### src/rtl/shape_pattern_streamer.sv
// shape_pattern_streamer
//   Procedural test-frame source for the shape detector. Each trigger produces
//   one raster-order 8-bit greyscale frame. The frame holds a circle, a square,
//   a triangle, or LFSR noise. Every output is registered.
//
// Ports
//   clk          system clock
//   rst_n        synchronous active-low reset
//   start        level trigger; launches a frame when armed (armed by start=0 in IDLE)
//   image_select 00 circle, 01 square, 10 triangle, 11 LFSR noise (latched at launch)
//   pixel_data   pixel value, valid with pixel_valid
//   pixel_valid  one pixel per asserted cycle
//   frame_start  1-cycle pulse with pixel (0,0)
//   frame_done   1-cycle pulse the cycle after the last pixel
//   busy         high from launch through the frame_done cycle
module shape_pattern_streamer #(
  parameter int         IMG_W   = 64,
  parameter int         IMG_H   = 64,
  parameter int         PIX_GAP = 0,
  parameter int         CIRC_R  = 20,
  parameter int         HALF    = 16,
  parameter logic [7:0] FG      = 8'hFF,
  parameter logic [7:0] BG      = 8'h00
) (
  input  logic       clk,
  input  logic       rst_n,
  input  logic       start,
  input  logic [1:0] image_select,
  output logic [7:0] pixel_data,
  output logic       pixel_valid,
  output logic       frame_start,
  output logic       frame_done,
  output logic       busy
);

  localparam int XW   = (IMG_W > 1) ? $clog2(IMG_W) : 1;
  localparam int YW   = (IMG_H > 1) ? $clog2(IMG_H) : 1;
  localparam int MAXD = (IMG_W > IMG_H) ? IMG_W : IMG_H;
  localparam int DW   = $clog2(MAXD) + 2;
  // Geometry arithmetic width covers both the squared offsets and the
  // squared radius, so a large CIRC_R on a small frame cannot wrap.
  localparam int RW   = $clog2(CIRC_R * CIRC_R + 1) + 2;
  localparam int HW   = $clog2(HALF + 1) + 3;
  localparam int SW0  = (2 * DW > RW) ? 2 * DW : RW;
  localparam int SW   = (SW0 > HW) ? SW0 : HW;

  localparam logic [XW-1:0]        X_LAST    = XW'(IMG_W - 1);
  localparam logic [YW-1:0]        Y_LAST    = YW'(IMG_H - 1);
  localparam logic signed [SW-1:0] CX        = SW'(IMG_W / 2);
  localparam logic signed [SW-1:0] CY        = SW'(IMG_H / 2);
  localparam logic signed [SW-1:0] R2        = SW'(CIRC_R * CIRC_R);
  localparam logic signed [SW-1:0] HALF_S    = SW'(HALF);
  localparam logic [3:0]           GAP_LAST  = 4'((PIX_GAP > 0) ? PIX_GAP - 1 : 0);
  localparam logic [15:0]          LFSR_SEED = 16'hACE1;

  typedef enum logic [1:0] {IDLE, STREAM, GAP, DONE} state_t;

  state_t        state, state_n;
  logic [XW-1:0] x;
  logic [YW-1:0] y;
  logic [3:0]    gap_cnt;
  logic          armed;
  logic [1:0]    sel_q;
  logic [15:0]   lfsr;

  logic launch, last_pix;
  logic valid_n, fstart_n, done_n, busy_n;

  // Next-state and next-output logic; the output registers sit one cycle
  // behind the state, so pixel (0,0) appears the cycle after entering STREAM.
  always_comb begin
    state_n  = state;
    launch   = 1'b0;
    valid_n  = 1'b0;
    fstart_n = 1'b0;
    done_n   = 1'b0;
    busy_n   = 1'b0;
    last_pix = (x == X_LAST) && (y == Y_LAST);
    case (state)
      IDLE: begin
        if (start && armed) begin
          launch  = 1'b1;
          busy_n  = 1'b1;
          state_n = STREAM;
        end
      end
      STREAM: begin
        valid_n  = 1'b1;
        busy_n   = 1'b1;
        fstart_n = (x == '0) && (y == '0);
        if (last_pix)         state_n = DONE;
        else if (PIX_GAP > 0) state_n = GAP;
      end
      GAP: begin
        busy_n = 1'b1;
        if (gap_cnt == GAP_LAST) state_n = STREAM;
      end
      DONE: begin
        done_n  = 1'b1;
        busy_n  = 1'b1;
        state_n = IDLE;
      end
      default: state_n = IDLE;
    endcase
  end

  always_ff @(posedge clk) begin
    if (!rst_n) state <= IDLE;
    else        state <= state_n;
  end

  // Pixel function of (sel_q, x, y)
  logic signed [SW-1:0] dx, dy, adx, ady, dist2;
  logic                 pix_hit;
  logic [7:0]           pix;

  always_comb begin
    dx      = $signed(SW'(x)) - CX;
    dy      = $signed(SW'(y)) - CY;
    adx     = dx[SW-1] ? -dx : dx;
    ady     = dy[SW-1] ? -dy : dy;
    dist2   = dx * dx + dy * dy;
    pix_hit = 1'b0;
    case (sel_q)
      2'b00:   pix_hit = (dist2 <= R2);
      2'b01:   pix_hit = (adx <= HALF_S) && (ady <= HALF_S);
      2'b10:   pix_hit = (dy >= -HALF_S) && (dy <= HALF_S) && ((adx + adx) <= (dy + HALF_S));
      default: pix_hit = lfsr[0];
    endcase
    pix = pix_hit ? FG : BG;
  end

  logic lfsr_fb;
  assign lfsr_fb = lfsr[0] ^ lfsr[2] ^ lfsr[3] ^ lfsr[5];

  always_ff @(posedge clk) begin
    if (!rst_n) begin
      x           <= '0;
      y           <= '0;
      gap_cnt     <= '0;
      armed       <= 1'b0;
      sel_q       <= '0;
      lfsr        <= LFSR_SEED;
      pixel_data  <= '0;
      pixel_valid <= 1'b0;
      frame_start <= 1'b0;
      frame_done  <= 1'b0;
      busy        <= 1'b0;
    end else begin
      pixel_valid <= valid_n;
      frame_start <= fstart_n;
      frame_done  <= done_n;
      busy        <= busy_n;
      if (valid_n) pixel_data <= pix;

      if (state == IDLE) begin
        if (launch)     armed <= 1'b0;
        else if (!start) armed <= 1'b1;
      end

      if (launch) begin
        sel_q   <= image_select;
        x       <= '0;
        y       <= '0;
        gap_cnt <= '0;
        lfsr    <= LFSR_SEED;
      end else if (state == STREAM) begin
        lfsr    <= {lfsr_fb, lfsr[15:1]};
        gap_cnt <= '0;
        if (x == X_LAST) begin
          x <= '0;
          y <= y + 1'b1;
        end else begin
          x <= x + 1'b1;
        end
      end else if (state == GAP) begin
        gap_cnt <= gap_cnt + 1'b1;
      end
    end
  end

endmodule

### config.mk
export PLATFORM = sky130hd
export DESIGN_NAME = shape_pattern_streamer
export DESIGN_NICKNAME = d
export VERILOG_FILES = /design/src/rtl/shape_pattern_streamer.sv
export SDC_FILE = /design/constraint.sdc
export NUM_CORES = 1
export LEC_CHECK = 0
export BUFFER_PORTS_ARGS = -buffer_cell sky130_fd_sc_hd__buf_2
export CAP_MARGIN = 25
export CORE_MARGIN = 2
export CORE_UTILIZATION = 35
export DETAILED_ROUTE_END_ITERATION = 16
export SETUP_SLACK_MARGIN = 0.02
export SYNTH_ARGS = -nofsm -noshare
export SYNTH_HDL_FRONTEND = slang
export SYNTH_SLANG_ARGS = --single-unit
### constraint.sdc
create_clock -name clk -period 18.7 [get_ports clk]
set_input_delay 0.935 -clock clk [delete_from_list [all_inputs] [get_ports clk]]
set_output_delay 0.935 -clock clk [all_outputs]
set_load 0.005 [all_outputs]
# --- Word-level counts from Yosys, hierarchy flattened ---
# Cells that the tools add are included.
totals:
  output_inout_bits: 12
  input_bits: 5
  elab_cells: 79
  ff_bits: 49
classes:
  n_lt_le_gt_ge: 6
  mux: 16
  eq_ne: 11
  mul: 2
  addsub: 10
  n_reduce_logical: 18
  bitwise: 4
op_table:
  columns: ["operator", "count"]
  rows:
  - ["$le 16x6->1 const B", 2]
  - ["$mux 16", 2]
  - ["$neg 7->16", 2]
  - ["$mul 7x7->14", 2]
  - ["$add 16x16->16", 1]
  - ["$le 16x8->1", 1]
  - ["$add 14x14->15", 1]
  - ["$le 15x10->1 const B", 1]
  - ["$sub 6x6->7 const B", 2]
  - ["$add 6x1->6 const B", 2]
  - ["$eq 6x6->1 const B", 2]
  - ["$logic_not 6->1", 2]
  - ["$add 7x6->8 const B", 1]
  - ["$mux 8", 1]
  - ["$pmux 2 s4", 1]
  - ["$ge 7x5->1 const B", 1]
  - ["$le 7x6->1 const B", 1]
  - ["$eq 2x2->1 const B", 3]
  - ["$logic_and 1x1->1", 6]
  - ["$mux 1", 6]
  - ["$mux 2", 3]
  - ["$mux 6", 1]
  - ["$ne 2x2->1 const B", 3]
  - ["$reduce_and 2->1", 3]
  - ["12 further kinds", 17]

# --- Logic depth before layout (Yosys ltp) ---
# Gate-level depths: netlist of the first run.
depth:
  ltp_word: 8
  ltp_mapped: 24
  depth_no_buf: 23

# --- Worst setup path before layout of the first run ---
# No wires, ideal clock.
synth_timing:
  path_type: "register -> register"
  startpoint: "register y[0]"
  endpoint: "register pixel_data[6]"
  required_ns: 18.622
  path_slack_ns: 12.643
  period_less_slack_ns: 6.057
  t_arrival_ns: 5.979
  stages_incl_launch_ff: 21
  n_path_buf: 1
  cell_sequence: "dfxtp_1 -> clkbuf_1 -> clkinv_1 -> nor2_1 -> inv_1 -> fa_1 -> inv_1 -> fa_1 -> fa_1 -> fa_1 -> fa_1 -> inv_1 -> fa_1 -> inv_1 -> ha_1 -> a211oi_1 -> nor2_1 -> or4_4 -> nor4_2 -> o211ai_1 -> a32oi_1"
synth_between:
  elab_chain_cells: 7
  word_cells_on_any_way: 16
  classes_between: "4 x add/sub; 1 x mul; 5 x order compare; 3 x mux; 3 x reduce/logical"
synth_rtl:
  columns: ["element", "line", "source"]
  rows:
  - ["start, declared", "60", "logic [YW-1:0] y;"]
  - ["start signal, assigned", "172", "y <= y + 1'b1;"]
  - ["$sub 6x6->7 *", "119", "dy = $signed(SW'(y)) - CY;"]
  - ["parallel branches: the longest is 4 deep, another holds $add 14x14->15", null, null]
  - ["$pmux 1 s3 *", "124", "case (sel_q)"]
  - ["$mux 8 *", "130", "pix = pix_hit ? FG : BG;"]
  - ["end signal, assigned", "154", "if (valid_n) pixel_data <= pix;"]
  - ["end, declared", "29", "output logic [7:0] pixel_data,"]
# Every way passes the cells marked *.
# A chain may end at the register's enable or synchronous reset.

# --- Worst setup path after layout of the first run ---
# Same ends and word-level chain as after synthesis.

==> metrics.sh, run 1 <==
PATH_DELAY_FAMILY='adder cells'
PEAKVDDDROP_mV=0.0423
CTS_RESIZED=0
CTS.HTREE.LEVELS=2
DETAILROUTE.VIA_COUNT=3950
GRT_PASS1_WL_UM=18800
NUMCTSBUFFERS=5
MAXSLEWHEADROOM_PCT=42.4
P_PER_AREA_nW_PER_UM2=47.0
INSERTEDDIODECOUNT=0
DIE-AREA_UM2=16900
FINAL_CORE_UTILIZATION_PCT=37.8
MAX-CLOCK-PATH-BUFFERS=2
POSTSYNTHAREAPERCELL_UM2=8.69
DRT_WL_TOTAL_UM=11000
POSTCTSHOLDBUFS=0
CLKSLEWWORSTSETUPHOLDPATHS_NS=0.07
DOMINANTREGCELLSYNTH='sky130_fd_sc_hd__dfxtp_1'
DP_HPWL_UM=8990
DRT_PRE_ANTENNA_ITERS=4
CTS_NUM_SINKS=42
TIGHTESTPINTRANSITION_NS=0.862
INITIALDRTVIOLATIONCOUNT=232
YOSYS_REGISTER_BITS=42
TIMING.CRITICAL_PATH.FANOUT_MAX=10
LEAKAGEPOWER_uW=0.00284
GP_CONGESTION=0.828
CRITPATHKIND='reg -> reg'
FIN_CRIT_SH_PCT=35.4
CRITICAL-PATH-MAX-STAGE-DELAY_NS=0.59
INITIAL_UTILIZATION_PCT=35.3
RSZ0062_AT_GRT='no'
ROUTE.ANTENNA.REMAINING_NETS=0
DIE_Y_UM=130
FIN_TNS_SETUP_NS=0
SYNTH-EDFF-COUNT=0
WORST-ENDPOINT-ARRIVAL_NS=6.85
SYNTHDOMINANTAREACELLTYPE='sky130_fd_sc_hd__fa_1'
RUN_STATUS='completed'
AREAGROWTHSYNTHTOFINISH_PCT=7.08
POSTSYNTH.ASYNCRESETSHARE_PCT=0
REPORT.POWER.TOTAL_uW=280
WORST_EP_REQUIRED_TIME_NS=18.92
CRITICAL_PATH.CELL_CHAIN='clkinv_1, nor2_1, inv_1, fa_1, inv_1, fa_1, fa_1, fa_1, fa_1, inv_1, fa_1, inv_1, ha_1, a211oi_1, nor2_1, or4_4, nor4_2, o211ai_1, a32oi_1'
MAX_CLOCK_FREQ_MHz=151
FINALHOLDVIOLATIONS=0
SETUP_VIOLATIONS_FINAL=0
GLOBALROUTE.TOTALOVERFLOW=0
FLOORPLAN.ROWS=46
PORTBUFFERS=16
WIRE_PER_INST_UM=12.9
CLK_ROOT_BUFFER_CELL='sky130_fd_sc_hd__clkbuf_16'
CPMAXSTAGEDELAYCELL='sky130_fd_sc_hd__fa_1'
CRITICAL_PATH.MOST_COMMON_CELL='sky130_fd_sc_hd__fa_1'
YOSYSTOPAREACELLSHARE_PCT=27.4
SYNTH.DISTINCT_CELLS=49
ANTENNA_FOUND_INITIAL=0
CLOCK_SKEW_NS=0.0117
LARGEST_CELLS_BY_AREA_AFTER_SYNTHESIS='sky130_fd_sc_hd__fa_1 27%, sky130_fd_sc_hd__ha_1 16%, sky130_fd_sc_hd__dfxtp_1 15%, sky130_fd_sc_hd__inv_1 7.8%, sky130_fd_sc_hd__nand2_1 4.1%'
YOSYS_WARNINGS=0
SEQUENTIAL_CELL_AREA_UM2=841
CLK_LATENCY_NS=0.30
CTS_TREE='done'
TIMING.CRITICAL_PATH.BUF_INV=5
PERIOD_MINUS_SLACK_NS=6.62
DIE-WIDTH_UM=130
VIAS_IN_THE_FIRST_GLOBAL_ROUTE=3907
SETUP.WORST_PATH.START_CLASS='register'
POST_SYNTHESIS_CELL_AREA_UM2=5550
WORST_HOLD_PATH_CLASS='reg -> reg'
DRC_ERRORS=0
GLOBALROUTETOTALUTIL_PCT=13.9
DRIVE_ABOVE_1_SHARE_PCT=5.62
MULTI_INPUT_AREA_UM2=4140
NETLIST_INSTANCES=639
TIMING.FINAL.MAX_SLEW_VIOLATIONS=0
SYNTH_SEQ_AREA_SHARE_PCT=15.1
TIMING.HOLD.WS_NS=0.452
LARGEST_NET_DEGREE_AT_THE_START_OF_GLOBAL_ROUTING=25
ENDPOINT_KIND='register'
POST-CTS-SETUP-BUFFERS=0
NUM-NETS-FINAL=790
IOPINCOUNT=17
NUM-FILL-CELLS=1614
MAX-CAP-VIOLATIONS=0
VIAS_PER_CELL=4.61
CORE_AREA_UM2=15700
-- cell usage after synthesis (3+ instances only) --
cell and number:
sky130_fd_sc_hd__inv_1 115, sky130_fd_sc_hd__fa_1 76, sky130_fd_sc_hd__ha_1 69, sky130_fd_sc_hd__nand2_1 60, sky130_fd_sc_hd__nor2_1 44, sky130_fd_sc_hd__dfxtp_1 42
sky130_fd_sc_hd__a21oi_1 30, sky130_fd_sc_hd__xnor2_1 24, sky130_fd_sc_hd__nand3_1 20, sky130_fd_sc_hd__clkbuf_1 18, sky130_fd_sc_hd__nor3_1 13, sky130_fd_sc_hd__o21ai_0 10
sky130_fd_sc_hd__xor2_1 9, sky130_fd_sc_hd__and2_1 8, sky130_fd_sc_hd__nand2b_1 8, sky130_fd_sc_hd__buf_4 7, sky130_fd_sc_hd__mux2i_1 7, sky130_fd_sc_hd__nor2b_1 7
sky130_fd_sc_hd__a21boi_0 6, sky130_fd_sc_hd__o211ai_1 5, sky130_fd_sc_hd__a31oi_1 4, sky130_fd_sc_hd__clkinv_1 4, sky130_fd_sc_hd__nand3b_1 4, sky130_fd_sc_hd__nand4_1 4
sky130_fd_sc_hd__o21a_1 4, sky130_fd_sc_hd__a211oi_1 3, sky130_fd_sc_hd__nor3b_1 3, sky130_fd_sc_hd__nor4_1 3, sky130_fd_sc_hd__or2_2 3
-- metrics by stage --
step	worst slack [ns]	instances	area [um2]
after global placement	12.11	849	5800
after global routing	11.73	857	5940
final	12.08	857	5940
after detailed placement	12.12	849	5800
after CTS	12.07	857	5940
after floorplan	12.64	643	5570
-- tightest hold or removal path: stages (launching register included) --
cell                      delay, ns
sky130_fd_sc_hd__dfxtp_1       0.31
sky130_fd_sc_hd__nand2_1       0.05
sky130_fd_sc_hd__a21oi_1       0.05
-- area by class of cell --
class	count	area share, %
clock buffer	5	2.10
clock inverter	3	0.400
inverter	119	7.51
multi-input combinational	453	69.6
sequential	42	14.1
tap	216	4.55
timing repair buffer	19	1.73
-- state kept, by name, indices dropped and copies added, names as in the netlist --
signal       flops
lfsr            16
y                6
pixel_data       1
x                6
frame_start      1
pixel_valid      1
frame_done       1
sel_q            2
state            2
armed            1
busy             1
gap_cnt          4
-- power by group --
group          total [uW]  switching (uW)  leakage, uW  internal (uW)
Combinational        91.1            50.4      0.00243           40.7
Clock                90.9            40.9    0.0000664           50.0
Sequential           97.5            4.65     0.000341           92.9
-- routing by layer --
| metal | global-route usage (%) | up-vias | share of wire [%] |
|---|---|---|---|
| met5 | 0 | - | 0 |
| met4 | 4.93 | 0 | 3.0 |
| met3 | 2.26 | 13 | 3.5 |
| met2 | 22.9 | 58 | 47 |
| met1 | 18.6 | 1867 | 46 |
| li1 | - | 2012 | - |
-- placed cells by master (no fill, tap or decap), types with 3 or more instances in the layout --
cell,n
sky130_fd_sc_hd__nor2b_1,7
sky130_fd_sc_hd__inv_1,115
sky130_fd_sc_hd__a21boi_0,6
sky130_fd_sc_hd__a211oi_1,3
sky130_fd_sc_hd__buf_4,3
sky130_fd_sc_hd__o21ai_0,10
sky130_fd_sc_hd__nand3_1,20
sky130_fd_sc_hd__nor4_1,3
sky130_fd_sc_hd__buf_2,16
sky130_fd_sc_hd__nand3b_1,4
sky130_fd_sc_hd__conb_1,5
sky130_fd_sc_hd__nand2b_1,8
sky130_fd_sc_hd__nand2_1,60
sky130_fd_sc_hd__or2_2,3
sky130_fd_sc_hd__dfxtp_1,42
sky130_fd_sc_hd__xor2_1,9
sky130_fd_sc_hd__a21oi_1,30
sky130_fd_sc_hd__clkbuf_16,5
sky130_fd_sc_hd__nor3b_1,3
sky130_fd_sc_hd__a31oi_1,4
sky130_fd_sc_hd__mux2i_1,7
sky130_fd_sc_hd__o21a_1,4
sky130_fd_sc_hd__o211ai_1,5
sky130_fd_sc_hd__nor3_1,13
sky130_fd_sc_hd__ha_1,69
sky130_fd_sc_hd__fa_1,76
sky130_fd_sc_hd__nand4_1,4
sky130_fd_sc_hd__clkinv_1,4
sky130_fd_sc_hd__xnor2_1,24
sky130_fd_sc_hd__nor2_1,44
sky130_fd_sc_hd__and2_1,8
-- cell families after synthesis --
group | after synthesis | share of synthesized area, %
flip-flops | 42 | 15.1
other | 1 | 0.0675
AO/OA/AOI/OAI | 75 | 8.43
adder cells (fa/ha/maj) | 145 | 43.0
multiplexers | 9 | 1.67
buffers and inverters | 148 | 10.6
XOR/XNOR | 33 | 5.21
AND/OR/NAND/NOR | 186 | 15.9
-- final timing paths --
path / startpoint / depth (start not counted) / slack (ns) / endpoint
worst max-delay path: y[0]$_SDFFE_PP0P_ / 19 / 12.08 / pixel_data[6]$_SDFFE_PN0P_
worst min-delay path: lfsr[15]$_SDFFE_PP1P_ / 2 / 0.45 / lfsr[14]$_SDFFE_PP0P_
worst max register to register: y[0]$_SDFFE_PP0P_ / 19 / 12.08 / pixel_data[6]$_SDFFE_PN0P_
worst min register to register: lfsr[15]$_SDFFE_PP1P_ / 2 / 0.45 / lfsr[14]$_SDFFE_PP0P_
No activity file was read; power rests on OpenSTA's default activity.
==> run 2, diff against run 1 <==
==> constraint.sdc (replaced) <==
create_clock -name clk -period 5.9 [get_ports clk]
set_input_delay 0.295 -clock clk [delete_from_list [all_inputs] [get_ports clk]]
set_output_delay 0.295 -clock clk [all_outputs]
set_load 0.005 [all_outputs]
==> run 2 against run 1 <==
Critical path depth unchanged. Via count rose by 3.8%. Sequential share of layout area fell by 0.51 points. Clock skew about the same. Critical path type unchanged. Sequential cell count did not move. Non-clock buffer count rose by 24. Clock power grew to 3.1 times the previous value. First-iteration DRC count grew 1.7%. Sequential power increased to 3.1 times the previous value. Global-route usage barely moved.
==> metrics.sh, run 2 (synthesis gave the netlist of run 1 again) <==
RUN_STATUS='completed'
FIN_TNS_SETUP_NS=0  # unchanged
DP_HPWL_UM=9530  # +6.1%
WORST_SETUP_SLACK_BEFORE_CLOCK_TREE_SYNTHESIS_NS=0.102  # -12.02 ns
GP_CONGESTION=0.834  # +0.72%
RSZ0062_AT_GRT='no'
WORST_EP_REQUIRED_TIME_NS=6.12  # -12.80 ns
INITIAL_UTILIZATION_PCT=35.3  # unchanged
GRT_PASS1_WL_UM=18800  # unchanged
PEAKVDDDROP_mV=0.100  # +140%
INSERTEDDIODECOUNT=0  # unchanged
PLACEDCELLCOUNT=871  # +2.6%
MOSTFREQUENTLAYOUTCELL='sky130_fd_sc_hd__inv_1'
RR_WORST_DEPTH=19  # unchanged
WORST_HOLD_PATH_CLASS='in -> reg'
MAXSLEWHEADROOM_PCT=40.0  # -2.3 points
CLK_LATENCY_NS=0.29  # about the same
RR_ENDPOINT='pixel_data[6]$_SDFFE_PN0P_'
POSTCTSHOLDBUFS=0  # unchanged
ANTENNA_FOUND_INITIAL=0  # unchanged
TIMING.FINAL.MAX_SLEW_VIOLATIONS=0  # unchanged
GLOBALROUTETOTALUTIL_PCT=14.0  # +0.026 points
P_PER_AREA_nW_PER_UM2=143  # +200%
MAX_CLOCK_FREQ_MHz=179  # +18%
CRITPATHKIND='reg -> reg'
DIE-AREA_UM2=16900  # unchanged
FLOORPLAN.ROWS=46  # unchanged
MOSTFREQUENTLAYOUTCELLS='112 x sky130_fd_sc_hd__inv_1, 74 x sky130_fd_sc_hd__fa_1, 66 x sky130_fd_sc_hd__ha_1'
DRIVE_ABOVE_1_SHARE_PCT=12.2  # +6.6 points
FINALHOLDVIOLATIONS=0  # unchanged
INITIALDRTVIOLATIONCOUNT=236  # +1.7%
MAX-CAP-VIOLATIONS=0  # unchanged
DRT_PRE_ANTENNA_ITERS=4  # unchanged
CLKSLEWWORSTSETUPHOLDPATHS_NS=0.07  # about the same
LARGEST_REGISTER_FFS=16  # unchanged
NUM-FILL-CELLS=1612  # -0.12%
CLK_ROOT_BUFFER_CELL='sky130_fd_sc_hd__clkbuf_16'
NUM-NETS-FINAL=814  # +3.0%
DIE_Y_UM=130  # unchanged
ENDPOINT_KIND='register'
ROUTE.ANTENNA.REMAINING_NETS=0  # unchanged
LARGEST_NET_DEGREE_AT_THE_START_OF_GLOBAL_ROUTING=24  # -4.0%
FINAL_CELL_AREA_UM2=6190  # +4.2%
REG_TOP3='lfsr: 16 flops, x: 6 flops, y: 6 flops'
CTS_TREE='done'
DETAILROUTE.VIA_COUNT=4101  # +3.8%
SETUP_VIOLATIONS_FINAL=0  # unchanged
MAX-CLOCK-PATH-BUFFERS=2  # unchanged
FIN_WS_NS=0.303  # -11.77 ns
PLACED_CELL_AREA_UM2=5970  # +3.0%
WORST_HOLD_PATH.NUM_CELLS=3  # +1
FIN_CRIT_SH_PCT=94.9  # +59 points
DRT_WL_TOTAL_UM=11400  # +3.5%
LARGEST_REGISTER='lfsr'
NUMCTSBUFFERS=5  # unchanged
GLOBALROUTE.TOTALOVERFLOW=0  # unchanged
VIAS_PER_CELL=4.65  # +0.99%
TIMING.CRITICAL_PATH.FANOUT_MAX=6  # -4
REGTOREGSTARTPOINT='y[0]$_SDFFE_PP0P_'
SETUP.WORST_PATH.START_CLASS='register'
DIE-WIDTH_UM=130  # unchanged
TIMING.HOLD.WS_NS=0.272  # -0.180 ns
LEAKAGEPOWER_uW=0.00297  # +4.4%
R2R_SETUP_SLACK_NS=0.30  # -11.77 ns
FINAL-INSTANCE-COUNT-EXCL-FILL=881  # +2.8%
PERIOD_MINUS_SLACK_NS=5.60  # -1.03 ns
VIAS_IN_THE_FIRST_GLOBAL_ROUTE=3903  # -0.10%
DRC_ERRORS=0  # unchanged
WIRE_PER_INST_UM=12.9  # +0.71%
CORE_AREA_UM2=15700  # unchanged
MULTI_INPUT_AREA_UM2=4190  # +1.3%
IOPINCOUNT=17  # unchanged
CTS.HTREE.LEVELS=2  # unchanged
WORST_HOLD_PATH_EP='sel_q[0]$_SDFFE_PN0P_'
TIGHTESTPINTRANSITION_NS=0.897  # +0.0348 ns
HOLD_PATH.STARTPOINT='image_select[0]'
SEQUENTIAL_CELL_AREA_UM2=845  # +0.45%
CLOCK_SKEW_NS=0.0122  # +0.000470 ns
PORTBUFFERS=16  # unchanged
AREAGROWTHSYNTHTOFINISH_PCT=11.6
CTS_NUM_SINKS=42  # unchanged
WORST-ENDPOINT-ARRIVAL_NS=5.82  # -1.03 ns
## run 2: cell count changes in the layout (fill, tap and decap cells not counted), sizes merged
cell,delta
clkinvlp,+1
clkinv,-1
buf,+24
## run 2: per-layer routing
layer	vias up	global-route usage [%]	part of all wire, %
li1	2069	-	-
met1	1999	19.0	47
met2	28	24.8	50
met3	5	1.39	2.3
met4	0	1.77	0.42
met5	-	0	0
## run 2: where the power goes
part           total [uW]  internal [uW]  switching (uW)
clock network         283            158             125
registers             307            294            12.7
logic                 295            134             161
total                 885            587             298
## run 2: worst max-delay path: stages (launching register included)
cell                         delay (ns)
sky130_fd_sc_hd__dfxtp_2           0.34
sky130_fd_sc_hd__clkinv_2          0.08
sky130_fd_sc_hd__nor2_4            0.14
sky130_fd_sc_hd__clkinvlp_4        0.19
sky130_fd_sc_hd__fa_1              0.57
sky130_fd_sc_hd__inv_1             0.06
sky130_fd_sc_hd__fa_1              0.54
sky130_fd_sc_hd__fa_1              0.45
sky130_fd_sc_hd__fa_1              0.53
sky130_fd_sc_hd__fa_1              0.54
sky130_fd_sc_hd__inv_1             0.05
sky130_fd_sc_hd__fa_1              0.53
sky130_fd_sc_hd__inv_1             0.04
sky130_fd_sc_hd__ha_1              0.25
sky130_fd_sc_hd__a211oi_2          0.19
sky130_fd_sc_hd__nor2_1            0.06
sky130_fd_sc_hd__or4_4             0.50
sky130_fd_sc_hd__nor4_2            0.14
sky130_fd_sc_hd__o211ai_1          0.14
sky130_fd_sc_hd__a32oi_1           0.19
## run 2: cell type report
class / instances / share of cell area (%)
clock buffer: 5 / 2.02
inverter: 119 / 7.35
timing repair buffer: 43 / 4.63
sequential: 42 / 13.6
clock inverter: 3 / 0.384
tap: 216 / 4.36
multi-input combinational: 453 / 67.6
## run 2: per-stage QoR
step	power, uW	util (%)
2_1_floorplan	554	-
3_3_place_gp	606	38.0
3_5_place_dp	605	38.0
4_1_cts	892	38.9
5_1_grt	952	39.4
6_report	885	39.4
## run 2: timing repair
| action | in CTS | in global routing |
|---|---|---|
| endpoints found under the hold margin | 0 | 0 |
| setup buffers | 0 | 2 |
| endpoints found under the setup margin | 0 | 1 |
| resized for setup | 0 | 20 |
## run 2: worst max-delay path by stage
stage	start	to	cells past startpoint
after global placement	x[5]$_SDFFE_PP0P_	pixel_data[6]$_SDFFE_PN0P_	21
after CTS	x[5]$_SDFFE_PP0P_	pixel_data[6]$_SDFFE_PN0P_	21
final	y[0]$_SDFFE_PP0P_	pixel_data[6]$_SDFFE_PN0P_	19
after detailed placement	x[5]$_SDFFE_PP0P_	pixel_data[6]$_SDFFE_PN0P_	21
after global routing	y[0]$_SDFFE_PP0P_	pixel_data[6]$_SDFFE_PN0P_	20
after floorplan	x[2]$_SDFFE_PP0P_	pixel_data[6]$_SDFFE_PN0P_	22
==> run 3, diff against run 2 <==
--- a/config.mk
+++ b/config.mk
@@ -7,9 +7,12 @@
 export LEC_CHECK = 0
 export BUFFER_PORTS_ARGS = -buffer_cell sky130_fd_sc_hd__buf_2
 export CAP_MARGIN = 25
+export CELL_PAD_IN_SITES_DETAIL_PLACEMENT = 1
+export CELL_PAD_IN_SITES_GLOBAL_PLACEMENT = 1
 export CORE_MARGIN = 2
 export CORE_UTILIZATION = 35
 export DETAILED_ROUTE_END_ITERATION = 16
+export PLACE_DENSITY_LB_ADDON = 0.1
 export SETUP_SLACK_MARGIN = 0.02
 export SYNTH_ARGS = -nofsm -noshare
 export SYNTH_HDL_FRONTEND = slang
==> run 3 against run 2 <==
Wire length is 21% higher. Global-route usage up 3.5 points. Clock skew fell by 0.0011 ns. Via count is 2.9% higher. Total power grew 4.4%. Critical path type unchanged. Utilization is 0.37 points higher. Highest routed layer unchanged. Non-clock buffer count is 4 higher.
==> metrics.sh, run 3 (synthesis gave the netlist of run 1 again) <==
WORST_HOLD_PATH_EP='sel_q[0]$_SDFFE_PN0P_'
REGTOREGSTARTPOINT='y[0]$_SDFFE_PP0P_'
M1WIRELENGTH_UM=6660  # +24%
WIRE_PER_INST_UM=15.6  # +21%
CLOCK_SKEW_NS=0.0111  # -0.00112 ns
MAXSLEWHEADROOM_PCT=44.4  # +4.3 points
CTS_NUM_SINKS=42  # unchanged
WORST_EP_REQUIRED_TIME_NS=6.12  # about the same
MOSTFREQUENTLAYOUTCELL='sky130_fd_sc_hd__inv_1'
CLK_ROOT_BUFFER_CELL='sky130_fd_sc_hd__clkbuf_16'
CLK_LATENCY_NS=0.30  # about the same
SHARE_CLK_OF_TOTAL_POWER_PCT=31.3  # -0.7 points
VIAS_IN_THE_FIRST_GLOBAL_ROUTE=4619  # +18%
P_PER_AREA_nW_PER_UM2=148  # +3.4%
COMBINATIONALPOWERSHARE_PCT=35.5  # +2.2 points
DP_HPWL_UM=11700  # +23%
LARGEST_NET_DEGREE_AT_THE_START_OF_GLOBAL_ROUTING=25  # +4.2%
PEAKVDDDROP_mV=0.166  # +66%
AREAGROWTHSYNTHTOFINISH_PCT=12.6
CORE_AREA_UM2=15700  # unchanged
MAX-CAP-VIOLATIONS=0  # unchanged
FINALHOLDVIOLATIONS=0  # unchanged
VIAS_PER_CELL=4.77  # +2.4%
TOTAL_SWITCHING_POWER_uW=324  # +8.7%
PERIOD_MINUS_SLACK_NS=5.65  # +0.0543 ns
NUM-FILL-CELLS=1858  # +15%
FIN_WS_NS=0.249  # -0.0543 ns
R2R_SETUP_SLACK_NS=0.25  # -0.05 ns
PORTBUFFERS=16  # unchanged
RUN_STATUS='completed'
DRT_WL_TOTAL_UM=13800  # +21%
TIGHTESTPINTRANSITION_NS=0.833  # -0.0646 ns
ROUTE.MET2.WL_UM=6640  # +16%
TOP_LAYER='met4'
DIE-WIDTH_UM=130  # unchanged
INITIALDRTVIOLATIONCOUNT=136  # -42%
POWER.SHARE.SEQUENTIAL_PCT=33.2  # -1.5 points
WORST_HOLD_PATH_CLASS='in -> reg'
INTPOWER_uW=600  # +2.2%
CRITPATHKIND='reg -> reg'
CLKSLEWWORSTSETUPHOLDPATHS_NS=0.07  # about the same
LARGEST_REGISTER='lfsr'
TIMING.HOLD.WS_NS=0.248  # -0.0243 ns
ROUTE.ANTENNA.REMAINING_NETS=0  # unchanged
WORST_HOLD_PATH.NUM_CELLS=3  # unchanged
FIN_CRIT_SH_PCT=95.8  # +0.92 points
HOLD_PATH.STARTPOINT='image_select[0]'
TIMING.CRITICAL_PATH.FANOUT_MAX=5  # -1
GRT_PASS1_WL_UM=23000  # +22%
GLOBALROUTETOTALUTIL_PCT=17.4  # +3.5 points
INITIAL_UTILIZATION_PCT=35.3  # unchanged
FINAL-INSTANCE-COUNT-EXCL-FILL=885  # +0.45%
RR_ENDPOINT='pixel_data[6]$_SDFFE_PN0P_'
SWITCHING_SHARE_PCT=35.1  # +1.4 points
GLOBALROUTE.TOTALOVERFLOW=0  # unchanged
IOPINCOUNT=17  # unchanged
NUM-NETS-FINAL=818  # +0.49%
DRT_PRE_ANTENNA_ITERS=4  # unchanged
PLACEDCELLCOUNT=873  # +0.23%
WORST_SETUP_SLACK_BEFORE_CLOCK_TREE_SYNTHESIS_NS=0.0160  # -0.0856 ns
NUMCTSBUFFERS=5  # unchanged
GP_CONGESTION=0.889  # +6.6%
ANTENNA_FOUND_INITIAL=0  # unchanged
DRIVE_ABOVE_1_SHARE_PCT=13.0  # +0.82 points
INSERTEDDIODECOUNT=0  # unchanged
RR_WORST_DEPTH=20  # +1
TIMING.FINAL.MAX_SLEW_VIOLATIONS=0  # unchanged
SETUP_VIOLATIONS_FINAL=0  # unchanged
LEAKAGEPOWER_uW=0.00299  # +0.66%
LARGEST_REGISTER_FFS=16  # unchanged
WORST-ENDPOINT-ARRIVAL_NS=5.87  # +0.05 ns
DETAILROUTE.VIA_COUNT=4219  # +2.9%
DIE_Y_UM=130  # unchanged
CTS_TREE='done'
SETUP.WORST_PATH.START_CLASS='register'
MAX_CLOCK_FREQ_MHz=177  # -0.96%
ENDPOINT_KIND='register'
REG_TOP3='lfsr: 16 flops, x: 6 flops, y: 6 flops'
POSTCTSHOLDBUFS=0  # unchanged
FLOORPLAN.ROWS=46  # unchanged
MAX-CLOCK-PATH-BUFFERS=2  # unchanged
MET3ROUTEDLENGTH_UM=409  # +58%
DIE-AREA_UM2=16900  # unchanged
MOSTFREQUENTLAYOUTCELLS='112 x sky130_fd_sc_hd__inv_1, 75 x sky130_fd_sc_hd__fa_1, 67 x sky130_fd_sc_hd__ha_1'
DRC_ERRORS=0  # unchanged
CTS.HTREE.LEVELS=2  # unchanged
run 3: timing repair:
item	4_1_cts	5_1_grt
gates resized for setup	1	24
endpoints found under the setup margin	1	1
setup buffers	2	2
pin swaps	1	10
run 3: power by group through the flow:
stage | combinational, uW | sequential (uW) | clock [uW]
2_1_floorplan | 245 | 309 | 0
3_3_place_gp | 306 | 313 | 0
3_5_place_dp | 314 | 314 | 0
4_1_cts | 318 | 307 | 303
5_1_grt | 377 | 309 | 316
6_report | 328 | 306 | 289
run 3: worst max path at each step:
stage                       from  slack [ns]  depth (start not counted)                          to
2_1_floorplan  x[2]$_SDFFE_PP0P_        0.03                         22  pixel_data[6]$_SDFFE_PN0P_
3_3_place_gp   y[5]$_SDFFE_PP0P_        0.14                         18  pixel_data[6]$_SDFFE_PN0P_
3_5_place_dp   y[5]$_SDFFE_PP0P_        0.02                         18  pixel_data[6]$_SDFFE_PN0P_
4_1_cts        x[5]$_SDFFE_PP0P_        0.02                         23  pixel_data[6]$_SDFFE_PN0P_
5_1_grt        y[0]$_SDFFE_PP0P_       -0.01                         20  pixel_data[6]$_SDFFE_PN0P_
6_report       y[0]$_SDFFE_PP0P_        0.25                         20  pixel_data[6]$_SDFFE_PN0P_
run 3: layer usage:
layer / vias to the layer above / GRT usage [%]
met3: 8 / 2.50
met1: 2106 / 24.1
met2: 35 / 29.5
met5: - / 0
met4: 0 / 2.97
li1: 2070 / -
run 3: area by class of cell:
class	count	area [um2]	share of cell area [%]
clock buffers	5	125	2.00
well taps	216	270	4.32
clock inverters	3	23.8	0.380
repair buffers	47	324	5.18
multi-input cells	453	4210	67.3
flip-flops and latches	42	846	13.5
inverters	119	455	7.28
run 3: worst max-delay path: stages (launching register included):
cell                         delay (ns)
sky130_fd_sc_hd__dfxtp_2           0.35
sky130_fd_sc_hd__clkinv_2          0.10
sky130_fd_sc_hd__nor2_4            0.14
sky130_fd_sc_hd__clkinvlp_4        0.17
sky130_fd_sc_hd__buf_4             0.18
sky130_fd_sc_hd__fa_1              0.42
sky130_fd_sc_hd__inv_1             0.09
sky130_fd_sc_hd__fa_1              0.43
sky130_fd_sc_hd__fa_1              0.50
sky130_fd_sc_hd__fa_1              0.54
sky130_fd_sc_hd__fa_1              0.55
sky130_fd_sc_hd__inv_1             0.05
sky130_fd_sc_hd__fa_1              0.53
sky130_fd_sc_hd__inv_1             0.04
sky130_fd_sc_hd__ha_1              0.23
sky130_fd_sc_hd__a211oi_2          0.22
sky130_fd_sc_hd__nor2_1            0.07
sky130_fd_sc_hd__or4_4             0.51
sky130_fd_sc_hd__nor4_2            0.14
sky130_fd_sc_hd__o211ai_1          0.13
sky130_fd_sc_hd__a32oi_1           0.19
run 3: per-stage QoR:
stage          power (uW)  setup TNS [ns]  util [%]  area, um2
3_5_place_dp          628               0      38.1       5980
4_1_cts               928               0      39.2       6150
3_3_place_gp          619               0      38.1       5980
5_1_grt              1000         -0.0101      39.8       6250
2_1_floorplan         554               0         -       5580
6_report              923               0      39.8       6250
